## config.mk

```make
export PLATFORM = sky130hd
export DESIGN_NAME = port_resp_arb
export DESIGN_NICKNAME = d
export VERILOG_FILES = /design/src/rtl/port_resp_arb.sv
export SDC_FILE = /design/constraint.sdc
export NUM_CORES = 1
export LEC_CHECK = 0
export ABC_AREA = 1
export BUFFER_PORTS_ARGS = -buffer_cell sky130_fd_sc_hd__buf_2
export CAP_MARGIN = 30
export CELL_PAD_IN_SITES_DETAIL_PLACEMENT = 1
export CELL_PAD_IN_SITES_GLOBAL_PLACEMENT = 1
export CORE_MARGIN = 2
export CORE_UTILIZATION = 35
export DETAILED_ROUTE_END_ITERATION = 10
export GPL_ROUTABILITY_DRIVEN = 1
export PLACE_DENSITY_LB_ADDON = 0.1
export SETUP_SLACK_MARGIN = 0.05
export SYNTH_ARGS = -nofsm -noshare
export SYNTH_HDL_FRONTEND = slang
export SYNTH_SLANG_ARGS = --single-unit
```

## constraint.sdc

```tcl
create_clock -name i_clk -period 3.79 [get_ports i_clk]
set_clock_uncertainty 0.05 [all_clocks]
set_input_delay 0.379 -clock i_clk [delete_from_list [all_inputs] [get_ports i_clk]]
set_output_delay 0.379 -clock i_clk [all_outputs]
set_load 0.02 [all_outputs]
```

## src/rtl/port_resp_arb.sv

```systemverilog
// rtl/port_resp_arb.sv - round-robin response arbiter for one output port
// Optional BUSY watchdog enabled by defining PORT_ARB_TIMEOUT_EN.
module port_resp_arb #(
   parameter int PORTNUM = 16,
   parameter int TIMEOUT = 1024
) (
   input  logic                       i_clk,
   input  logic                       i_rst,
   input  logic [PORTNUM-1:0]         i_req,
   input  logic                       i_full,
   input  logic                       i_done,
   output logic [PORTNUM-1:0]         o_resp,
   output logic [PORTNUM-1:0]         o_nresp,
   output logic [$clog2(PORTNUM)-1:0] o_grant_port,
   output logic                       o_grant_vld,
   output logic                       o_port_ready,
   output logic                       o_timeout
);

   localparam int PW = $clog2(PORTNUM);

   typedef enum logic [1:0] {
      ST_IDLE = 2'd0,
      ST_BUSY = 2'd1,
      ST_HOLD = 2'd2
   } state_t;

   state_t             state, state_nx;
   logic [PW-1:0]      rr_ptr, rr_nx;
   logic [PORTNUM-1:0] resp_nx, nresp_nx;
   logic [PW-1:0]      gport_nx;
   logic               gvld_nx;
   logic               ready_nx;

   logic [PORTNUM-1:0] req_rot;
   logic [PW-1:0]      win_off;
   logic [PW:0]        win_sum;
   logic [PW-1:0]      win_idx;
   logic [PW:0]        nxt_sum;
   logic [PW-1:0]      nxt_idx;

`ifdef PORT_ARB_TIMEOUT_EN
   localparam int CW = $clog2(TIMEOUT + 1);
   logic [CW-1:0] cnt, cnt_nx;
   logic          tmo_nx;
`endif

   // Rotate so bit 0 is the port at rr_ptr; the lowest set bit is the winner.
   assign req_rot = PORTNUM'({i_req, i_req} >> rr_ptr);

   always_comb begin
      win_off = '0;
      for (int i = PORTNUM - 1; i >= 0; i--) begin
         if (req_rot[i]) begin
            win_off = PW'(i);
         end
      end
      win_sum = {1'b0, rr_ptr} + {1'b0, win_off};
      if (win_sum >= (PW + 1)'(PORTNUM)) begin
         win_sum = win_sum - (PW + 1)'(PORTNUM);
      end
      win_idx = win_sum[PW-1:0];
      nxt_sum = {1'b0, win_idx} + (PW + 1)'(1);
      if (nxt_sum >= (PW + 1)'(PORTNUM)) begin
         nxt_sum = '0;
      end
      nxt_idx = nxt_sum[PW-1:0];
   end

   always_comb begin
      state_nx = state;
      rr_nx    = rr_ptr;
      resp_nx  = '0;
      nresp_nx = '0;
      gport_nx = o_grant_port;
      gvld_nx  = o_grant_vld;
`ifdef PORT_ARB_TIMEOUT_EN
      cnt_nx   = cnt;
      tmo_nx   = 1'b0;
`endif
      case (state)
         ST_IDLE: begin
            if (|i_req) begin
               if (i_full) begin
                  nresp_nx = i_req;
                  state_nx = ST_HOLD;
               end else begin
                  resp_nx  = PORTNUM'(1) << win_idx;
                  gport_nx = win_idx;
                  gvld_nx  = 1'b1;
                  rr_nx    = nxt_idx;
                  state_nx = ST_BUSY;
`ifdef PORT_ARB_TIMEOUT_EN
                  cnt_nx   = '0;
`endif
               end
            end
         end
         ST_BUSY: begin
            if (i_done) begin
               gport_nx = '0;
               gvld_nx  = 1'b0;
               state_nx = ST_HOLD;
            end
`ifdef PORT_ARB_TIMEOUT_EN
            else if (cnt == CW'(TIMEOUT - 1)) begin
               tmo_nx   = 1'b1;
               gport_nx = '0;
               gvld_nx  = 1'b0;
               state_nx = ST_HOLD;
            end else begin
               cnt_nx = cnt + CW'(1);
            end
`endif
         end
         ST_HOLD: begin
            state_nx = ST_IDLE;
         end
         default: begin
            state_nx = ST_IDLE;
            gport_nx = '0;
            gvld_nx  = 1'b0;
         end
      endcase
      ready_nx = (state_nx == ST_IDLE) && !i_full;
   end

   always_ff @(posedge i_clk) begin
      if (i_rst) begin
         state        <= ST_IDLE;
         rr_ptr       <= '0;
         o_resp       <= '0;
         o_nresp      <= '0;
         o_grant_port <= '0;
         o_grant_vld  <= 1'b0;
         o_port_ready <= 1'b0;
      end else begin
         state        <= state_nx;
         rr_ptr       <= rr_nx;
         o_resp       <= resp_nx;
         o_nresp      <= nresp_nx;
         o_grant_port <= gport_nx;
         o_grant_vld  <= gvld_nx;
         o_port_ready <= ready_nx;
      end
   end

`ifdef PORT_ARB_TIMEOUT_EN
   always_ff @(posedge i_clk) begin
      if (i_rst) begin
         cnt       <= '0;
         o_timeout <= 1'b0;
      end else begin
         cnt       <= cnt_nx;
         o_timeout <= tmo_nx;
      end
   end
`else
   assign o_timeout = 1'b0;
`endif

endmodule

```

==> summary.md, run 1 <==
| Metric | Value |
|---|---|
| Power per unit of standard cell area | around 820 mW/mm² |
| Library cell contributing the largest single delay on the critical path | sky130_fd_sc_hd__fa_2 |
| Worst endpoint required time | between 3 and 4 ns |
| WS Path Type | register to register |
| Drt via density | slightly below 5 |
| Critical path's largest stage delay | 0.47 ns |
| Source of the worst hold timing path | i_req[8] |
| Clock buffer count from CTS | 5 |
| Total standard cell area after synthesis | about 0.0027 mm² |
| First-pass DRT Iterations | 4 |
| Clock insertion delay at the later pin of the skew report | slightly below 0.3 ns |
| Most frequent standard cell in the layout excluding fill and tap cells | sky130_fd_sc_hd__nand2_1 |
| Diode insertion count for antenna repair | 0 |
| Die ar. | around 0.0085 mm² |
| Maximum operating frequency | between 200 and 300 MHz |
| Post-synth EDFFs | 0 |
| Distinct cells, synth | 41 |
| Number of antenna violations at the first check in global routing | 0 |
| FF-to-FF End | rr_ptr[0]$_SDFFE_PP0P_ |
| Main combinational cell family by area after synthesis | simple AND/OR/NAND/NOR gates |
| Crit-path max FO | 7 |
| Transition time of the tightest slew-check pin | around 0.91 ns |
| Number of inserted filler cells in the final layout | approximately 1000 |
| Number of cells on the worst reg-to-reg path | 29 |
| Chip width | just over 90 µm |
| Post-layout util | approximately 44% |
| Cell type with the highest occurrence count on the critical path | sky130_fd_sc_hd__nand2_1 |
| Placed cell areas | between 0.003 and 0.004 mm² |
| H-tree levels | 2 |
| RR Startpoint | rr_ptr[0]$_SDFFE_PP0P_ |
| Setup repair after global routing missed its margin | no |
| Hold Fails Final Rpt | 0 |
| Count of final max-slew check failures | 0 |
| Buffers on Ports | between 50 and 60 |
| DR iter-0 viols | 61 |
| Hold Crit Depth | 3 |
| Boundary pin count | between 50 and 60 |
| Simple-gate share of the synthesized area | 44.0% |
| Minimum clock period after layout | 3.40 ns |
| Antenna viol nets, final | 0 |
| Most frequent cells in the layout | sky130_fd_sc_hd__nand2_1 (95), sky130_fd_sc_hd__nand3_1 (61), sky130_fd_sc_hd__buf_2 (57) |
| Wire length on met1 | 3380 µm |
| Syn Inst Count | roughly 390 |
| Worst hold path type | input port to register |
| Startpoint Class | register |
| Synthesized-area fraction occupied by xor and xnor cells | less than 1% |
| Gate family responsible for the most delay along the worst path | simple AND/OR/NAND/NOR gates |
| Number of synthesized register bits | between 40 and 50 |
| Sinks on the clock net | between 40 and 50 |
| Hpwl dp | roughly 6300 µm |
| Worst hold path endpoint | o_nresp[8]$_SDFF_PP0_ |
| Starting density of the core | a little over a third |
| DRC violation count after routing | 0 |
| Sequential area share after synthesis | about a third |
| Top Layer Used | met4 |
| Met3 WL post-DR | 250 µm |
| Setup TNS after final layout | 0 ns |
| Drt total wl | about 7900 µm |
| Met2 layer wire length in the routed design | 4160 µm |
| Worst-path clk slew | ~0.090 ns |
| Largest net degree at the start of global routing | 20 |
| Final total power | about 0.0027 W |
| CTS Hold Buffers Added | 0 |
| Die height | ~90 µm |
| Max-cap violation count | 0 |
| Buffers from clock root to sink, at most | 2 |
| Post-Synthesis Net Count | 424 |
| Element type at the critical path end | register |
| Total number of vias | approximately 2700 |
| Worst-case register-to-register setup slack | slightly below 0.4 ns |
| Routability congestion estimate | 0.872 |
| TritonCTS clock tree | done |
| CTS Root Buffer Type | sky130_fd_sc_hd__clkbuf_8 |
| Yosys warning count | 0 |
| Post-synthesis average cell area | 6.94 µm² |
| Cell Rows | 32 |
| Share of synthesized area spent on multiplexers | less than 1% |
| Run status | finished, final reports clean |
| Overflow after GRT | 0 |
| Fin crit share | around 90% |
| Static leakage | 1.68 nW |
| Worst endpoint data arrival time | ~3.6 ns |
| Share of async-settable or async-resettable flops after synthesis | 0% |
| Worst IR Drop VDD | about 0.22 mV |
| Compound-cell area share of the yosys netlist | 6.73% |
| Post-DR wirelength/cell | between 10 and 15 µm |
| Share of layout cells above drive strength 1 | 32.9% |
| Final design area excluding fillers | 0.00335 mm² |
| Nets | between 400 and 500 |
| Core outline area | ~0.0076 mm² |
| Final setup violation count | 0 |
| Leading register cell type out of synthesis | sky130_fd_sc_hd__dfxtp_1 |
| Via count of the first global-routing pass | between 2000 and 3000 |
| Synthesis-to-layout area growth | 22.8% |
| Total routing usage reported by global routing | 19.2% |
| Adder-cell area share of the yosys netlist | 4.85% |
| Worst slew margin relative to its limit | 39.4% |
| Wire length of the first global-routing pass | approximately 13000 µm |
| Buffers and inverters on the worst path | 2 |
area by class of cell:
cell class | instances | area [µm²] | share of cell area, %
Multi-Input combinational cell | 286 | 1590 | 47.4
Sequential cell | 44 | 886 | 26.4
Timing Repair Buffer | 75 | 432 | 12.9
Inverter | 49 | 196 | 5.86
Tap cell | 102 | 128 | 3.80
Clock buffer | 6 | 82.6 | 2.46
Clock inverter | 2 | 38.8 | 1.16
layer usage:
layer,vias to the layer above,track usage (%)
li1,1395,-
met1,1282,22.3
met2,44,36.7
met3,6,2.93
met4,0,4.10
met5,-,0
synth_stat cells, types with 3 or more instances:
| master | count | area (µm²) |
|---|---|---|
| sky130_fd_sc_hd__nand2_1 | 99 | 372 |
| sky130_fd_sc_hd__nand3_1 | 64 | 320 |
| sky130_fd_sc_hd__dfxtp_1 | 44 | 881 |
| sky130_fd_sc_hd__inv_1 | 38 | 143 |
| sky130_fd_sc_hd__nor2_1 | 27 | 101 |
| sky130_fd_sc_hd__nand2_2 | 12 | 75.1 |
| sky130_fd_sc_hd__a21oi_1 | 11 | 55.1 |
| sky130_fd_sc_hd__ha_1 | 9 | 113 |
| sky130_fd_sc_hd__nor3_2 | 9 | 90.1 |
| sky130_fd_sc_hd__o21ai_1 | 9 | 45.0 |
| sky130_fd_sc_hd__inv_2 | 7 | 26.3 |
| sky130_fd_sc_hd__nand3_2 | 7 | 70.1 |
| sky130_fd_sc_hd__buf_2 | 5 | 25.0 |
| sky130_fd_sc_hd__nor3_1 | 5 | 25.0 |
| sky130_fd_sc_hd__buf_4 | 4 | 30.0 |
| sky130_fd_sc_hd__nor2_2 | 4 | 25.0 |
| sky130_fd_sc_hd__nor4_1 | 4 | 25.0 |
| sky130_fd_sc_hd__o21ai_0 | 4 | 20.0 |
| sky130_fd_sc_hd__nand2_4 | 3 | 33.8 |
| sky130_fd_sc_hd__o21ai_2 | 3 | 26.3 |
cells by family after synthesis:
kind of cell / after synthesis
adder cells (fa/ha/maj): 10
multiplexers: 1
other: 1
XOR/XNOR: 2
flip-flops: 44
AND/OR/NAND/NOR: 240
AO/OA/AOI/OAI: 32
buffers and inverters: 64
flip-flops by register name (all words and copies together), names as in the netlist:
signal and cells:
rr_ptr 4, o_resp 16, o_grant_vld 1, o_nresp 16, o_port_ready 1, o_grant_port 4
state 2
how the worst max path moves through the flow:
stage	startpoint	end	cells past startpoint
floorplan	rr_ptr[1]$_SDFFE_PP0P_	rr_ptr[2]$_SDFFE_PP0P_	29
global placement	rr_ptr[0]$_SDFFE_PP0P_	rr_ptr[3]$_SDFFE_PP0P_	29
detailed placement	rr_ptr[0]$_SDFFE_PP0P_	rr_ptr[3]$_SDFFE_PP0P_	29
CTS	rr_ptr[1]$_SDFFE_PP0P_	rr_ptr[3]$_SDFFE_PP0P_	29
global route	rr_ptr[0]$_SDFFE_PP0P_	rr_ptr[0]$_SDFFE_PP0P_	29
finish	rr_ptr[0]$_SDFFE_PP0P_	rr_ptr[0]$_SDFFE_PP0P_	29
where the power goes:
group	switching [W]	internal (W)	leakage, nW	total (W)
clock network	0.000169	0.000216	0.0614	0.000385
logic	0.00116	0.000649	1.26	0.00180
registers	0.0000378	0.000521	0.359	0.000559
timing repair:
item	4_1_cts	5_1_grt
gates resized for setup	1	19
buffers inserted	0	5
setup endpoints to repair	1	19
stage by stage:
stage                     std cells  hold WS [ns]  setup WS (ns)
after CTS                       559         0.272          0.173
after global routing            564         0.270         0.0280
after floorplan                 394         0.441          0.111
final                           564         0.276          0.392
after detailed placement        551         0.411         0.0885
after global placement          551         0.400          0.211
worst register-to-register path: cells and delay by family, from the launching register on:
| family | cells | cell delay, ns |
|---|---|---|
| AOI/OAI and AO/OA | 3 | 0.35 |
| buffers and inverters | 2 | 0.25 |
| adders and majority gates | 3 | 0.90 |
| and+or+nand+nor | 21 | 1.35 |
| DFF | 1 | 0.42 |
Power figures use the tool's default switching activity.
==> inputs of run 2 (changes only) <==
- MAX_ROUTING_LAYER: not set -> met4
==> run 2 against run 1 <==
Net effect:
- via count increased by 0.40%
- sequential share of layout area is the same
- cell count stayed put
- combinational power is essentially flat
- clock power about the same
- final area unchanged
- power about the same
- critical path type unchanged
- largest cell class unchanged
- largest power group unchanged
==> summary.md, run 2 (synthesis gave the netlist of run 1 again) <==
| Metric | Value |
|---|---|
| CTS Hold Buffers Added | 0 |
| Antenna viol nets, final | 0 |
| Setup repair after global routing missed its margin | no |
| Worst-path clk slew | 0.09 ns |
| Total routing usage reported by global routing | about a fifth |
| WS Path Type | register to register |
| Share of layout cells above drive strength 1 | between 30% and 40% |
| Transition time of the tightest slew-check pin | about 0.90 ns |
| Synthesis-to-layout area growth | 22.8% |
| Combinational group share of total power | between 60% and 70% |
| Nets | 491 |
| DR iter-0 viols | 71 |
| Diode insertion count for antenna repair | 0 |
| Clock buffer count from CTS | 5 |
| Routability congestion estimate | just under 0.9 |
| Die ar. | 0.00853 mm² |
| Worst IR Drop VDD | between 0.2 and 0.25 mV |
| Worst endpoint data arrival time | between 3 and 4 ns |
| Chip width | just over 90 µm |
| Final design area excluding fillers | between 0.003 and 0.004 mm² |
| Hpwl dp | approximately 6300 µm |
| Post-DR wirelength/cell | 13.9 µm |
| Net Sw Frac | approximately half |
| Placed cell areas | about 0.0031 mm² |
| Cell Rows | 32 |
| Sinks on the clock net | between 40 and 50 |
| Maximum operating frequency | 294 MHz |
| Worst slew margin relative to its limit | a little under 40% |
| Registers with the most flip-flops | o_nresp: 16 flops, o_resp: 16 flops |
| First-pass DRT Iterations | 4 |
| Share of total power in sequential cells | 20.3% |
| Library cell contributing the largest single delay on the critical path | sky130_fd_sc_hd__dfxtp_4 |
| Final standard cell count with taps included and fillers excluded | 564 |
| Setup TNS after final layout | 0 ns |
| DRC violation count after routing | 0 |
| Count of final max-slew check failures | 0 |
| Element type at the critical path end | register |
| CTS Root Buffer Type | sky130_fd_sc_hd__clkbuf_8 |
| Net Switching | 0.00136 W |
| Fin crit share | roughly 90% |
| Power per unit of standard cell area | just over 800 mW/mm² |
| Overflow after GRT | 0 |
| Dpl cells | 551 |
| Hold Fails Final Rpt | 0 |
| Die height | 92.4 µm |
| Static leakage | roughly 1.7 nW |
| Largest net degree at the start of global routing | 20 |
| Drt via density | 4.85 |
| Most frequent cells in the layout | sky130_fd_sc_hd__nand2_1 (95), sky130_fd_sc_hd__nand3_1 (61), sky130_fd_sc_hd__buf_2 (57) |
| Drt total wl | approximately 7900 µm |
| Minimum clock period after layout | 3.40 ns |
| Critical path's largest stage delay | about 0.42 ns |
| Clock insertion delay at the later pin of the skew report | approximately 0.29 ns |
| Final setup violation count | 0 |
| TritonCTS clock tree | done |
| Core outline area | between 0.007 and 0.008 mm² |
| Boundary pin count | between 50 and 60 |
| Buffers on Ports | between 50 and 60 |
| Wire length of the first global-routing pass | approximately 13000 µm |
| Cell type with the highest occurrence count on the critical path | sky130_fd_sc_hd__nand2_1 |
| Worst endpoint required time | 3.96 ns |
| Clock group share of total power | between 10% and 20% |
| Buffers from clock root to sink, at most | 2 |
| Total number of vias | 2738 |
| Worst hold path type | input port to register |
| Number of antenna violations at the first check in global routing | 0 |
| Via count of the first global-routing pass | 2804 |
| Startpoint Class | register |
| Starting density of the core | around 36% |
| H-tree levels | 2 |
| Most frequent standard cell in the layout excluding fill and tap cells | sky130_fd_sc_hd__nand2_1 |
| Crit-path max FO | 7 |
| Cell Int Power | approximately 0.0014 W |
| Run status | finished, final reports clean |
| Max-cap violation count | 0 |
| Post-layout util | between 40% and 50% |
==> run 2: final timing paths <==
check	start	endpoint	slack, ns	cells past startpoint
worst max-delay path	rr_ptr[0]$_SDFFE_PP0P_	rr_ptr[0]$_SDFFE_PP0P_	0.39	30
worst min-delay path	i_req[8]	o_nresp[8]$_SDFF_PP0_	0.28	3
worst max register to register	rr_ptr[0]$_SDFFE_PP0P_	rr_ptr[0]$_SDFFE_PP0P_	0.39	30
worst min register to register	o_grant_port[0]$_SDFFE_PP0P_	o_grant_port[0]$_SDFFE_PP0P_	0.42	2
==> run 2: timing repair <==
item	CTS	global route
gates resized for setup	1	19
buffers inserted	0	5
setup endpoints to repair	1	19
==> run 2: layout make-up <==
class                      count  area (µm²)
clock buffer                   6        82.6
clock inverter                 2        38.8
fill                        1006        4290
inverter                      49         196
multi-input combinational    286        1590
sequential                    44         886
tap                          102         128
timing repair buffer          75         432
==> run 2: worst max-delay path, delay by kind of cell, from the launching register on <==
kind	cells	cell delay, ns
simple gates	22	1.73
fa+ha+maj	2	0.53
flops	1	0.42
buf+inv	3	0.32
compound gates	3	0.26
==> run 2: layer usage <==
metal / global-route usage [%] / vias up / wire [µm] / share of wire (%)
met5: - / - / 0 / 0
li1: - / 1394 / - / -
met3: 2.93 / 6 / 225 / 2.9
met4: 4.10 / 0 / 93 / 1.2
met2: 36.7 / 46 / 4150 / 53
met1: 22.3 / 1292 / 3390 / 43
==> run 2: metrics by stage <==
stage / setup WS, ns / hold slack, ns / total power (W)
2_1_floorplan: 0.111 / 0.441 / 0.00183
3_3_place_gp: 0.211 / 0.400 / 0.00222
3_5_place_dp: 0.0885 / 0.411 / 0.00227
4_1_cts: 0.173 / 0.272 / 0.00266
5_1_grt: 0.0280 / 0.270 / 0.00303
6_report: 0.394 / 0.276 / 0.00275
==> run 2: power groups by stage <==
stage	Combinational (W)	Clock (W)	Sequential [W]
after floorplan	0.00122	0	0.000603
after global placement	0.00166	0	0.000560
after detailed placement	0.00171	0	0.000563
after CTS	0.00171	0.000392	0.000553
after global routing	0.00205	0.000414	0.000566
final	0.00180	0.000384	0.000559
